[config.mk]
export PLATFORM = sky130hd
export DESIGN_NAME = sram_axi_slave_flat
export DESIGN_NICKNAME = d
export VERILOG_FILES = /design/src/rtl/sram_axi_slave_if.sv /design/src/rtl/sram_axi_slave.sv /design/src/flat_wrapper.sv
export SDC_FILE = /design/constraint.sdc
export NUM_CORES = 1
export LEC_CHECK = 0
export BUFFER_PORTS_ARGS = -buffer_cell sky130_fd_sc_hd__buf_2
export CAP_MARGIN = 30
export CORE_AREA = 2 2 110 112
export CTS_CLUSTER_SIZE = 10
export DETAILED_ROUTE_END_ITERATION = 16
export DIE_AREA = 0 0 112 114
export SYNTH_ARGS = -nofsm -noshare
export SYNTH_HDL_FRONTEND = slang
export SYNTH_SLANG_ARGS = --single-unit
export TNS_END_PERCENT = 20
[constraint.sdc]
create_clock -name clk -period 2.5 [get_ports clk]
set_input_delay 0.25 -clock clk [delete_from_list [all_inputs] [get_ports clk]]
set_output_delay 0.25 -clock clk [all_outputs]
set_load 0.01 [all_outputs]
[src/rtl/sram_axi_slave_if.sv]
// ---------------------------------------------------------------------------
// sram_axi_slave_if
// AXI4 bus bundle between an interconnect master port and the SRAM slave.
//
// Signal groups:
//   AW : AWID, AWADDR, AWLEN, AWSIZE, AWBURST, AWVALID / AWREADY
//   W  : WDATA, WSTRB, WLAST, WVALID / WREADY
//   B  : BID, BRESP, BVALID / BREADY
//   AR : ARID, ARADDR, ARLEN, ARSIZE, ARBURST, ARVALID / ARREADY
//   R  : RID, RDATA, RRESP, RLAST, RVALID / RREADY
//
// Modports:
//   master : drives requests, write data and response ready
//   slave  : drives address/data ready, responses and read data
// WSTRB is active-low: a 0 bit means that byte is written.
// ---------------------------------------------------------------------------
interface sram_axi_slave_if #(
   parameter int ID_W   = 8,
   parameter int ADDR_W = 32,
   parameter int DATA_W = 32,
   parameter int LEN_W  = 4
);

   logic [ID_W-1:0]   AWID;
   logic [ADDR_W-1:0] AWADDR;
   logic [LEN_W-1:0]  AWLEN;
   logic [2:0]        AWSIZE;
   logic [1:0]        AWBURST;
   logic              AWVALID;
   logic              AWREADY;

   logic [DATA_W-1:0] WDATA;
   logic [3:0]        WSTRB;
   logic              WLAST;
   logic              WVALID;
   logic              WREADY;

   logic [ID_W-1:0]   BID;
   logic [1:0]        BRESP;
   logic              BVALID;
   logic              BREADY;

   logic [ID_W-1:0]   ARID;
   logic [ADDR_W-1:0] ARADDR;
   logic [LEN_W-1:0]  ARLEN;
   logic [2:0]        ARSIZE;
   logic [1:0]        ARBURST;
   logic              ARVALID;
   logic              ARREADY;

   logic [ID_W-1:0]   RID;
   logic [DATA_W-1:0] RDATA;
   logic [1:0]        RRESP;
   logic              RLAST;
   logic              RVALID;
   logic              RREADY;

   modport master (
      output AWID, AWADDR, AWLEN, AWSIZE, AWBURST, AWVALID,
      input  AWREADY,
      output WDATA, WSTRB, WLAST, WVALID,
      input  WREADY,
      input  BID, BRESP, BVALID,
      output BREADY,
      output ARID, ARADDR, ARLEN, ARSIZE, ARBURST, ARVALID,
      input  ARREADY,
      input  RID, RDATA, RRESP, RLAST, RVALID,
      output RREADY
   );

   modport slave (
      input  AWID, AWADDR, AWLEN, AWSIZE, AWBURST, AWVALID,
      output AWREADY,
      input  WDATA, WSTRB, WLAST, WVALID,
      output WREADY,
      output BID, BRESP, BVALID,
      input  BREADY,
      input  ARID, ARADDR, ARLEN, ARSIZE, ARBURST, ARVALID,
      output ARREADY,
      output RID, RDATA, RRESP, RLAST, RVALID,
      input  RREADY
   );

endinterface

[src/rtl/sram_axi_slave.sv]
// ---------------------------------------------------------------------------
// sram_axi_slave
// AXI4 slave that terminates one interconnect master port and drives a
// single-port synchronous SRAM macro (2^SRAM_AW words of DATA_W bits).
// Single beats and INCR bursts are turned into SRAM chip-enable, byte
// write-enable and address cycles. Bursts wrap modulo the SRAM size.
//
// Ports:
//   clk  : clock
//   rst  : synchronous active-high reset
//   bus  : AXI4 slave modport (AW/W/B/AR/R channels)
//   CEB  : SRAM chip enable, active-low
//   WEB  : SRAM byte write enable, active-low
//   A    : SRAM word address
//   DI   : SRAM write data
//   DO   : SRAM read data, valid the cycle after a read enable
// ---------------------------------------------------------------------------
module sram_axi_slave #(
   parameter int ID_W    = 8,
   parameter int ADDR_W  = 32,
   parameter int DATA_W  = 32,
   parameter int LEN_W   = 4,
   parameter int SRAM_AW = 14
) (
   input  logic                clk,
   input  logic                rst,
   sram_axi_slave_if.slave     bus,
   output logic                CEB,
   output logic [3:0]          WEB,
   output logic [SRAM_AW-1:0]  A,
   output logic [DATA_W-1:0]   DI,
   input  logic [DATA_W-1:0]   DO
);

   typedef enum logic [1:0] {
      S_IDLE,
      S_RDATA,
      S_WDATA,
      S_WRESP
   } state_t;

   state_t             state;
   state_t             state_next;
   logic [SRAM_AW-1:0] addr_q;
   logic [SRAM_AW-1:0] addr_d;
   logic [LEN_W-1:0]   beat_q;
   logic [LEN_W-1:0]   beat_d;
   logic [LEN_W-1:0]   len_q;
   logic [LEN_W-1:0]   len_d;
   logic [ID_W-1:0]    id_q;
   logic [ID_W-1:0]    id_d;
   logic               last_beat;

   // Burst type, size, write length and the address bits outside the
   // SRAM window carry no information for a fixed 32-bit INCR-only slave.
   logic unused_bits;
   assign unused_bits = ^{bus.AWLEN, bus.AWSIZE, bus.AWBURST,
                          bus.ARSIZE, bus.ARBURST,
                          bus.AWADDR[ADDR_W-1:SRAM_AW+2], bus.AWADDR[1:0],
                          bus.ARADDR[ADDR_W-1:SRAM_AW+2], bus.ARADDR[1:0]};

   assign last_beat = (beat_q == len_q);

   // State and transaction context registers. The word address register
   // also supplies A while idle, so A keeps its last value between
   // transfers.
   always_ff @(posedge clk) begin
      if (rst) begin
         state  <= S_IDLE;
         addr_q <= '0;
         beat_q <= '0;
         len_q  <= '0;
         id_q   <= '0;
      end else begin
         state  <= state_next;
         addr_q <= addr_d;
         beat_q <= beat_d;
         len_q  <= len_d;
         id_q   <= id_d;
      end
   end

   // Next state, context updates and every bus/SRAM output. All outputs
   // are forced to their quiet values while rst is high, so the macro
   // sees no access even in the cycle a mid-burst reset is applied.
   // In a read burst A runs one beat ahead on a non-last R handshake:
   // the SRAM needs the next address a cycle early so DO carries the
   // next word exactly when the following beat is presented.
   always_comb begin
      state_next  = state;
      addr_d      = addr_q;
      beat_d      = beat_q;
      len_d       = len_q;
      id_d        = id_q;
      CEB         = 1'b1;
      WEB         = 4'hF;
      A           = addr_q;
      DI          = '0;
      bus.AWREADY = 1'b0;
      bus.WREADY  = 1'b0;
      bus.BID     = '0;
      bus.BRESP   = 2'b00;
      bus.BVALID  = 1'b0;
      bus.ARREADY = 1'b0;
      bus.RID     = '0;
      bus.RDATA   = '0;
      bus.RRESP   = 2'b00;
      bus.RLAST   = 1'b0;
      bus.RVALID  = 1'b0;

      if (rst) begin
         A = '0;
      end else begin
         case (state)
            S_IDLE: begin
               bus.ARREADY = 1'b1;
               bus.AWREADY = ~bus.ARVALID;
               if (bus.ARVALID) begin
                  CEB        = 1'b0;
                  A          = bus.ARADDR[SRAM_AW+1:2];
                  addr_d     = bus.ARADDR[SRAM_AW+1:2];
                  beat_d     = '0;
                  len_d      = bus.ARLEN;
                  id_d       = bus.ARID;
                  state_next = S_RDATA;
               end else if (bus.AWVALID) begin
                  addr_d     = bus.AWADDR[SRAM_AW+1:2];
                  id_d       = bus.AWID;
                  state_next = S_WDATA;
               end
            end

            S_RDATA: begin
               bus.RVALID = 1'b1;
               bus.RDATA  = DO;
               bus.RID    = id_q;
               bus.RLAST  = last_beat;
               CEB        = 1'b0;
               if (bus.RREADY) begin
                  if (last_beat) begin
                     state_next = S_IDLE;
                  end else begin
                     A      = addr_q + SRAM_AW'(1);
                     addr_d = addr_q + SRAM_AW'(1);
                     beat_d = beat_q + LEN_W'(1);
                  end
               end
            end

            S_WDATA: begin
               bus.WREADY = 1'b1;
               DI         = bus.WDATA;
               if (bus.WVALID) begin
                  CEB    = 1'b0;
                  WEB    = bus.WSTRB;
                  addr_d = addr_q + SRAM_AW'(1);
                  if (bus.WLAST) begin
                     state_next = S_WRESP;
                  end
               end
            end

            S_WRESP: begin
               bus.BVALID = 1'b1;
               bus.BID    = id_q;
               if (bus.BREADY) begin
                  state_next = S_IDLE;
               end
            end

            default: begin
               state_next = S_IDLE;
            end
         endcase
      end
   end

endmodule

[src/flat_wrapper.sv]
// flat-port wrapper written by rule: the top's interface ports become plain ports
module sram_axi_slave_flat 
#(
   parameter int ID_W    = 8,
   parameter int ADDR_W  = 32,
   parameter int DATA_W  = 32,
   parameter int LEN_W   = 4,
   parameter int SRAM_AW = 14
)
  (clk, rst, CEB, WEB, A, DI, DO, bus_AWID, bus_AWADDR, bus_AWLEN, bus_AWSIZE, bus_AWBURST, bus_AWVALID, bus_AWREADY, bus_WDATA, bus_WSTRB, bus_WLAST, bus_WVALID, bus_WREADY, bus_BID, bus_BRESP, bus_BVALID, bus_BREADY, bus_ARID, bus_ARADDR, bus_ARLEN, bus_ARSIZE, bus_ARBURST, bus_ARVALID, bus_ARREADY, bus_RID, bus_RDATA, bus_RRESP, bus_RLAST, bus_RVALID, bus_RREADY);
  sram_axi_slave_if #(.ID_W(ID_W), .ADDR_W(ADDR_W), .DATA_W(DATA_W), .LEN_W(LEN_W)) bus_i ();
  input  logic clk;
  input  logic rst;
  output logic CEB;
  output logic [3:0] WEB;
  output logic [SRAM_AW-1:0] A;
  output logic [DATA_W-1:0] DI;
  input  logic [DATA_W-1:0] DO;
  input wire logic [$bits(bus_i.AWID)-1:0] bus_AWID;
  input wire logic [$bits(bus_i.AWADDR)-1:0] bus_AWADDR;
  input wire logic [$bits(bus_i.AWLEN)-1:0] bus_AWLEN;
  input wire logic [$bits(bus_i.AWSIZE)-1:0] bus_AWSIZE;
  input wire logic [$bits(bus_i.AWBURST)-1:0] bus_AWBURST;
  input wire logic [$bits(bus_i.AWVALID)-1:0] bus_AWVALID;
  output wire logic [$bits(bus_i.AWREADY)-1:0] bus_AWREADY;
  input wire logic [$bits(bus_i.WDATA)-1:0] bus_WDATA;
  input wire logic [$bits(bus_i.WSTRB)-1:0] bus_WSTRB;
  input wire logic [$bits(bus_i.WLAST)-1:0] bus_WLAST;
  input wire logic [$bits(bus_i.WVALID)-1:0] bus_WVALID;
  output wire logic [$bits(bus_i.WREADY)-1:0] bus_WREADY;
  output wire logic [$bits(bus_i.BID)-1:0] bus_BID;
  output wire logic [$bits(bus_i.BRESP)-1:0] bus_BRESP;
  output wire logic [$bits(bus_i.BVALID)-1:0] bus_BVALID;
  input wire logic [$bits(bus_i.BREADY)-1:0] bus_BREADY;
  input wire logic [$bits(bus_i.ARID)-1:0] bus_ARID;
  input wire logic [$bits(bus_i.ARADDR)-1:0] bus_ARADDR;
  input wire logic [$bits(bus_i.ARLEN)-1:0] bus_ARLEN;
  input wire logic [$bits(bus_i.ARSIZE)-1:0] bus_ARSIZE;
  input wire logic [$bits(bus_i.ARBURST)-1:0] bus_ARBURST;
  input wire logic [$bits(bus_i.ARVALID)-1:0] bus_ARVALID;
  output wire logic [$bits(bus_i.ARREADY)-1:0] bus_ARREADY;
  output wire logic [$bits(bus_i.RID)-1:0] bus_RID;
  output wire logic [$bits(bus_i.RDATA)-1:0] bus_RDATA;
  output wire logic [$bits(bus_i.RRESP)-1:0] bus_RRESP;
  output wire logic [$bits(bus_i.RLAST)-1:0] bus_RLAST;
  output wire logic [$bits(bus_i.RVALID)-1:0] bus_RVALID;
  input wire logic [$bits(bus_i.RREADY)-1:0] bus_RREADY;
  assign bus_i.AWID = bus_AWID;
  assign bus_i.AWADDR = bus_AWADDR;
  assign bus_i.AWLEN = bus_AWLEN;
  assign bus_i.AWSIZE = bus_AWSIZE;
  assign bus_i.AWBURST = bus_AWBURST;
  assign bus_i.AWVALID = bus_AWVALID;
  assign bus_AWREADY = bus_i.AWREADY;
  assign bus_i.WDATA = bus_WDATA;
  assign bus_i.WSTRB = bus_WSTRB;
  assign bus_i.WLAST = bus_WLAST;
  assign bus_i.WVALID = bus_WVALID;
  assign bus_WREADY = bus_i.WREADY;
  assign bus_BID = bus_i.BID;
  assign bus_BRESP = bus_i.BRESP;
  assign bus_BVALID = bus_i.BVALID;
  assign bus_i.BREADY = bus_BREADY;
  assign bus_i.ARID = bus_ARID;
  assign bus_i.ARADDR = bus_ARADDR;
  assign bus_i.ARLEN = bus_ARLEN;
  assign bus_i.ARSIZE = bus_ARSIZE;
  assign bus_i.ARBURST = bus_ARBURST;
  assign bus_i.ARVALID = bus_ARVALID;
  assign bus_ARREADY = bus_i.ARREADY;
  assign bus_RID = bus_i.RID;
  assign bus_RDATA = bus_i.RDATA;
  assign bus_RRESP = bus_i.RRESP;
  assign bus_RLAST = bus_i.RLAST;
  assign bus_RVALID = bus_i.RVALID;
  assign bus_i.RREADY = bus_RREADY;
  sram_axi_slave #(.ID_W(ID_W), .ADDR_W(ADDR_W), .DATA_W(DATA_W), .LEN_W(LEN_W), .SRAM_AW(SRAM_AW)) u_core (.clk(clk), .rst(rst), .bus(bus_i), .CEB(CEB), .WEB(WEB), .A(A), .DI(DI), .DO(DO));
endmodule
==> impl_results.md, run 1 <==
- Status: finished with violations
- Violated checks: setup timing
- Core Region: 11700 µm²
- Pwr dens: 837 nW/µm²
- GR Util All Layers: 0.197
- Fill cells: 1245
- Fin. Hold Viols: 0
- Top post-synthesis cells by area: dfxtp_1, and2_1, mux2i_1
- Final Cycle Share: 1.01
- Worst-path clk slew: 0.06 ns
- Syn Area/Cell: 7.16 µm²
- Vias/cell: 5.22
- Setup TNS: -0.0355 ns
- Number of synthesized register bits: 32
- CP arrival: 2.29 ns
- Initial Util: 0.286
- Post-route ant nets: 0
- TritonRoute pass-1 iters: 5
- Reg2reg start: u_core.state[1]
- Max Slew Vio Count: 0
- Critical Path Start Type: flop
- FP Rows: 40
- Global-route wire length before repair: 20500 µm
- Worst Path Required: 2.25 ns
- Worst-margin pin slew: 0.641 ns
- Final setup vio count: 1
- Largest area contributor in the netlist: dfxtp_1
- Post-synth EDFFs: 0
- Leakage power: 2.48 nW
- Setup ws final: -0.0355 ns
- Cell count after synthesis: 468
- Netlist Area Pre-Place: 3350 µm²
- CTS tree: yes
- Hold Path Sink: u_core.len_q[0]
- Fin cells: 842
- Ys Warns: 0
- Max H-tree Level: 2
- Antenna cells: 0
- Share of cells above drive strength 1: 0.427
- DIE AREA: 12800 µm²
- Seq/Total Area, Yosys: 0.191
- Initial antenna violation count: 0
- Slew HR: 0.569
- GRT overflow: 0
- Post-layout min period: 2.54 ns
- Max-cap violations: 0
- R2r setup slk: 0.23 ns
- Post-synth top area share: 0.191
- Clk buf depth: 2
- Gpl congestion: 0.901
- Num CTS Buffers: 5
- Dpl hpwl: 10400 µm
- Synth unique cells: 58
- Reg2reg end: u_core.addr_q[13]
- Drt wl/cell: 16.2 µm
- Crit. End Element: primary output
- Area grow syn2layout: 49.9%
- Die height: 114 µm
- Nets: 875
- Maximum vdd ir drop: 0.400 mV
- Drt first-iter violations: 202
- Largest net degree at the start of global routing: 42
- Hold depth: 3
- Clock root buffer: clkbuf_16
- # IOs: 283
- DRC Markers: 0
- Setup Skew: 0.00703 ns
- Count of input and output buffers: 228
- Max frequency: 394 MHz
- WS Path Type: flop to primary output
- Latest clock arrival within the worst-skew pair: 0.28 ns
- CP Max Fanout: 5
- Final Util: 0.429
- Start point of the worst hold path: bus_ARLEN[0]
- Die width: 112 µm
- WL final: 13600 µm
- Ys async rst share: 0
- Hold Buf Count CTS: 0
- Placed Cells: 828
- Number of global-route vias before repair: 4170
- CTS Sinks: 32
- Design Power: 4.21 mW
- Vias: 4394
- Synth Flop Type: dfxtp_1
- Worst Hold Class: primary input to flop
- R2R cell count: 8
- RSZ-0062 raised after global routing: true
==> state kept, by name, indices dropped and copies added, names as in the netlist <==
| register | flops |
|---|---|
| u_core.id_q | 8 |
| u_core.beat_q | 4 |
| u_core.len_q | 4 |
| u_core.state | 2 |
| u_core.addr_q | 14 |
==> worst max-delay path, stage by stage (launching register included) <==
cell,delay (ns)
dfxtp_4,0.36
xor2_4,0.20
o41ai_4,0.34
buf_4,0.21
mux2_4,0.30
a222oi_1,0.35
nor2_1,0.10
buf_2,0.15
==> cell type report <==
type	count	area [µm²]	area share
timing repair buffer	264	1420	0.283
clock inverter	2	35.0	0.00697
clock buffer	6	129	0.0256
sequential	32	656	0.130
inverter	8	30.0	0.00598
tap	147	184	0.0366
multi-input combinational	383	2570	0.511
==> synth_stat cells, drive strengths merged, types with 4 or more instances <==
cell type,instances
and2,83
nor2,37
clkbuf,35
dfxtp,32
a21oi,29
nand2,27
mux2i,20
nor3,16
o22ai,14
a211oi,13
buf,13
nand3,13
o21ai,11
xnor2,9
a22oi,8
inv,8
ha,7
nand4,7
nor2b,7
xor2,7
a31o,5
a31oi,5
and4,5
nand3b,5
nor4,5
a21boi,4
==> where the power goes <==
| part | total [mW] | switching (mW) | leakage, nW | internal, mW |
|---|---|---|---|---|
| logic | 2.62 | 1.52 | 2.13 | 1.10 |
| registers | 0.887 | 0.214 | 0.267 | 0.673 |
| clock network | 0.702 | 0.233 | 0.0808 | 0.469 |
| total | 4.21 | 1.97 | 2.48 | 2.24 |
==> layout by cell type (no fill, tap or decap), types with 4 or more instances in the layout <==
cell type	Yosys	routed
a22oi_1	8	8
nand2_1	27	27
a31oi_1	5	5
nand3b_1	5	5
nor2_1	37	37
a31o_2	5	5
and4_1	5	5
clkbuf_16	0	5
nand4_1	7	7
conb_1	1	4
a21boi_0	4	4
buf_2	6	228
ha_1	7	5
o21ai_0	11	10
a21oi_1	29	29
o22ai_1	14	14
mux2i_1	20	20
dfxtp_1	32	26
inv_1	8	8
buf_4	4	35
a211oi_1	13	13
xnor2_1	9	9
nor3_1	16	16
and2_1	83	83
nor2b_1	7	7
nand3_1	12	12
==> metrics by stage <==
step           cell area [µm²]  setup slack (ns)  hold slack [ns]
6_report                  5020           -0.0355            0.211
5_1_grt                   5020           -0.0939            0.235
4_1_cts                   4930           -0.0638            0.211
3_5_place_dp              4720             0.137            0.473
3_3_place_gp              4720             0.179            0.462
2_1_floorplan             3360             0.348            0.386
==> logic make-up (layout without fill, tap and decap cells) <==
kind of cell | count (synthesis) | count (layout) | share of synthesized area
XOR/XNOR | 16 | 16 | 0.0418
flip-flops | 32 | 32 | 0.191
AO/OA/AOI/OAI | 118 | 118 | 0.249
adder cells (fa/ha/maj) | 7 | 7 | 0.0261
other | 1 | 4 | 0.00112
buffers and inverters | 56 | 280 | 0.0716
AND/OR/NAND/NOR | 216 | 216 | 0.353
multiplexers | 22 | 22 | 0.0664
==> routing by layer <==
metal  routed length, µm  global-route usage  up-vias
li1                    -                   -     2134
met1                5600               0.240     2081
met5                   0                   0        -
met2                6880               0.363      164
met3                 924              0.0313       15
met4                 202              0.0480        0
==> repair_timing <==
action | in CTS | in global routing
setup endpoints to repair | 6 | 12
pin swaps | 1 | 6
gates resized for setup | 8 | 15
buffers inserted | 1 | 5
==> worst max path at each step <==
stage,from,end,cells past startpoint
after floorplan,u_core.beat_q[2],A[12],5
after global placement,u_core.beat_q[2],A[1],6
after detailed placement,u_core.beat_q[2],A[1],6
after CTS,u_core.len_q[3],A[1],6
after global routing,u_core.len_q[2],A[1],7
final,u_core.len_q[2],A[1],7
No activity file was read; power rests on OpenSTA's default activity.
==> run 2: changes to the inputs <==
==> constraint.sdc (replaced) <==
create_clock -name clk -period 2.5 [get_ports clk]
set_input_delay 0.25 -clock clk [delete_from_list [all_inputs] [get_ports clk]]
set_output_delay 0.25 -clock clk [all_outputs]
set_load 0.05 [all_outputs]
==> run 2 against run 1 <==
The flow still finishes with violations (setup timing). Clock power rose by 2%. Global-route usage rose by 0.24 points. Critical path depth did not move. Combinational power rose by 33%. Flip-flop and latch count did not move. Die area did not move. Critical path type unchanged. Highest routed layer unchanged.
==> impl_results.md, run 2 (synthesis results as in run 1) <==
- Max H-tree Level: 2 (unchanged)
- Vias: 4419 (was 4394)
- Clk buf depth: 2 (unchanged)
- Worst Path Required: 2.25 ns (about the same)
- Placed Cells: 836 (was 828)
- Crit. End Element: primary output (unchanged)
- Top Metal Used: met4 (unchanged)
- Pwr dens: 982 nW/µm² (was 837 nW/µm²)
- WS Path Type: flop to primary output (unchanged)
- WL met2: 7090 µm (was 6880 µm)
- Clock root buffer: clkbuf_16 (unchanged)
- # IOs: 283 (unchanged)
- Worst Hold Class: primary input to flop (unchanged)
- DIE AREA: 12800 µm² (unchanged)
- Latest clock arrival within the worst-skew pair: 0.28 ns (about the same)
- WHS: 0.209 ns (was 0.211 ns)
- WL met1: 5640 µm (was 5600 µm)
- GR Util All Layers: 0.199 (was 0.197)
- Slew HR: 0.576 (was 0.569)
- Global-route wire length before repair: 20900 µm (was 20500 µm)
- Core Region: 11700 µm² (unchanged)
- Start point of the worst hold path: bus_ARLEN[1] (was bus_ARLEN[0])
- Drt first-iter violations: 297 (was 202)
- Slowest cell on crit path: dfxtp_1 (was dfxtp_4)
- Vias/cell: 5.20 (was 5.22)
- Final Cycle Share: 1.01 (about the same)
- Post-placement cell area: 4790 µm² (was 4720 µm²)
- Post-route ant nets: 0 (unchanged)
- Setup ws final: -0.0353 ns (was -0.0355 ns)
- Final setup vio count: 2 (was 1)
- RSZ-0062 raised after global routing: true (unchanged)
- R2r setup slk: 0.24 ns (was 0.23 ns)
- Largest net degree at the start of global routing: 38 (was 42)
- Share of cells above drive strength 1: 0.443 (was 0.427)
- Initial antenna violation count: 0 (unchanged)
- CTS tree: yes (unchanged)
- Worst-path clk slew: 0.06 ns (about the same)
- Dpl hpwl: 10500 µm (was 10400 µm)
- Max Slew Vio Count: 0 (unchanged)
- CP Cell Sequence: ha_4, nand4_1, nor4_4, nor4bb_4, nor4_2, a211oi_2, buf_6 (was xor2_4, o41ai_4, buf_4, mux2_4, a222oi_1, nor2_1, buf_2)
- Number of global-route vias before repair: 4182 (was 4170)
- CP Max Fanout: 7 (was 5)
- Hold depth: 3 (unchanged)
- Violated checks: setup timing (unchanged)
- Commonest non-fill, non-tap cell in the layout: buf_2 (unchanged)
- DRC Markers: 0 (unchanged)
- Leakage power: 2.54 nW (was 2.48 nW)
- Commonest cells after routing, fill and taps aside: buf_2, and2_1, buf_4 (was buf_2, and2_1, nor2_1)
- Largest regs: u_core.addr_q: 14 flops, u_core.id_q: 8 flops (unchanged)
- Initial Util: 0.286 (unchanged)
- FP Rows: 40 (unchanged)
- Worst-margin pin slew: 0.634 ns (was 0.641 ns)
- Critical path's largest stage delay: 0.37 ns (was 0.36 ns)
- Max-cap violations: 0 (unchanged)
- Die height: 114 µm (unchanged)
- Reg2reg start: u_core.state[1] (unchanged)
- Final Util: 0.441 (was 0.429)
- Fill cells: 1179 (was 1245)
- Count of input and output buffers: 228 (unchanged)
- TritonRoute pass-1 iters: 5 (unchanged)
- Max FFs per register: 14 (unchanged)
- Fin. Hold Viols: 0 (unchanged)
- Nets: 882 (was 875)
- Reg2reg end: u_core.addr_q[13] (unchanged)
- Num CTS Buffers: 5 (unchanged)
- CP arrival: 2.29 ns (about the same)
- Critical Path Start Type: flop (unchanged)
- Status: finished with violations (unchanged)
- Drt wl/cell: 16.4 µm (was 16.2 µm)
- Maximum vdd ir drop: 0.586 mV (was 0.400 mV)
- Area grow syn2layout: 54.0% (was 49.9%)
- Antenna cells: 0 (unchanged)
- Fin cells: 849 (was 842)
- R2R cell count: 8 (unchanged)
- CTS Sinks: 32 (unchanged)
- Die width: 112 µm (unchanged)
- Max frequency: 394 MHz (about the same)
- Post-layout min period: 2.54 ns (about the same)
- WL final: 13900 µm (was 13600 µm)
- GRT overflow: 0 (unchanged)
- Met3 WL post-DR: 1010 µm (was 924 µm)
- Post-route cell area: 5160 µm² (was 5020 µm²)
- Pre-CTS WS: 0.139 ns (was 0.137 ns)
- Gpl congestion: 0.893 (was 0.901)
- Setup Skew: 0.00254 ns (was 0.00703 ns)
- Most flop-heavy register: u_core.addr_q (unchanged)
- Hold Path Sink: u_core.len_q[1] (was u_core.len_q[0])
==> run 2: timing repair <==
action                                 4_1_cts  5_1_grt
endpoints found under the hold margin        0        0
hold buffers                                 0        0
gates resized for setup                     16       26
buffers inserted                             2        3
setup endpoints to repair                   12       43
cloned                                       0        0
pin swaps                                    2        9
==> run 2: metal layers <==
layer / up-vias / global-route usage
met5: - / 0
met1: 2060 / 0.250
li1: 2147 / -
met4: 0 / 0.0610
met2: 200 / 0.357
met3: 12 / 0.0255
==> run 2: final cells by class <==
class                           instances  area, µm²  area share
Clock buffer                            5        125      0.0242
Clock inverter                          3       42.5     0.00824
Inverter                                8       30.0     0.00582
Multi-Input combinational cell        383       2610       0.505
Sequential cell                        32        648       0.126
Tap cell                              147        184      0.0356
Timing Repair Buffer                  271       1530       0.296
==> run 2: power by group <==
group / internal, mW / leakage [nW] / switching, mW
Clock: 0.468 / 0.0798 / 0.251
Sequential: 0.674 / 0.266 / 0.198
Combinational: 1.21 / 2.19 / 2.27
==> run 2: how the worst max path moves through the flow <==
| stage | start | endpoint | slack [ns] | depth (start not counted) |
|---|---|---|---|---|
| floorplan | u_core.state[0] | A[2] | -0.10 | 8 |
| global placement | u_core.beat_q[3] | A[12] | 0.13 | 7 |
| detailed placement | u_core.len_q[2] | A[12] | 0.14 | 7 |
| CTS | u_core.addr_q[0] | A[12] | -0.06 | 7 |
| global route | u_core.addr_q[1] | A[12] | -0.12 | 7 |
| finish | u_core.addr_q[1] | A[12] | -0.04 | 7 |
==> run 2: through the flow <==
step | setup TNS (ns) | total power [mW]
after CTS | -0.0811 | 4.97
after global routing | -0.443 | 5.38
after floorplan | -1.67 | 3.18
after global placement | 0 | 4.12
after detailed placement | 0 | 4.18
final | -0.0458 | 5.07
==> run 2: critical path: cells and delay by family (launching register included) <==
family | cells | cell delay (ns)
AO/OA/AOI/OAI | 1 | 0.28
adder cells (fa/ha/maj) | 1 | 0.18
flip-flops | 1 | 0.37
buffers and inverters | 1 | 0.20
AND/OR/NAND/NOR | 4 | 0.96
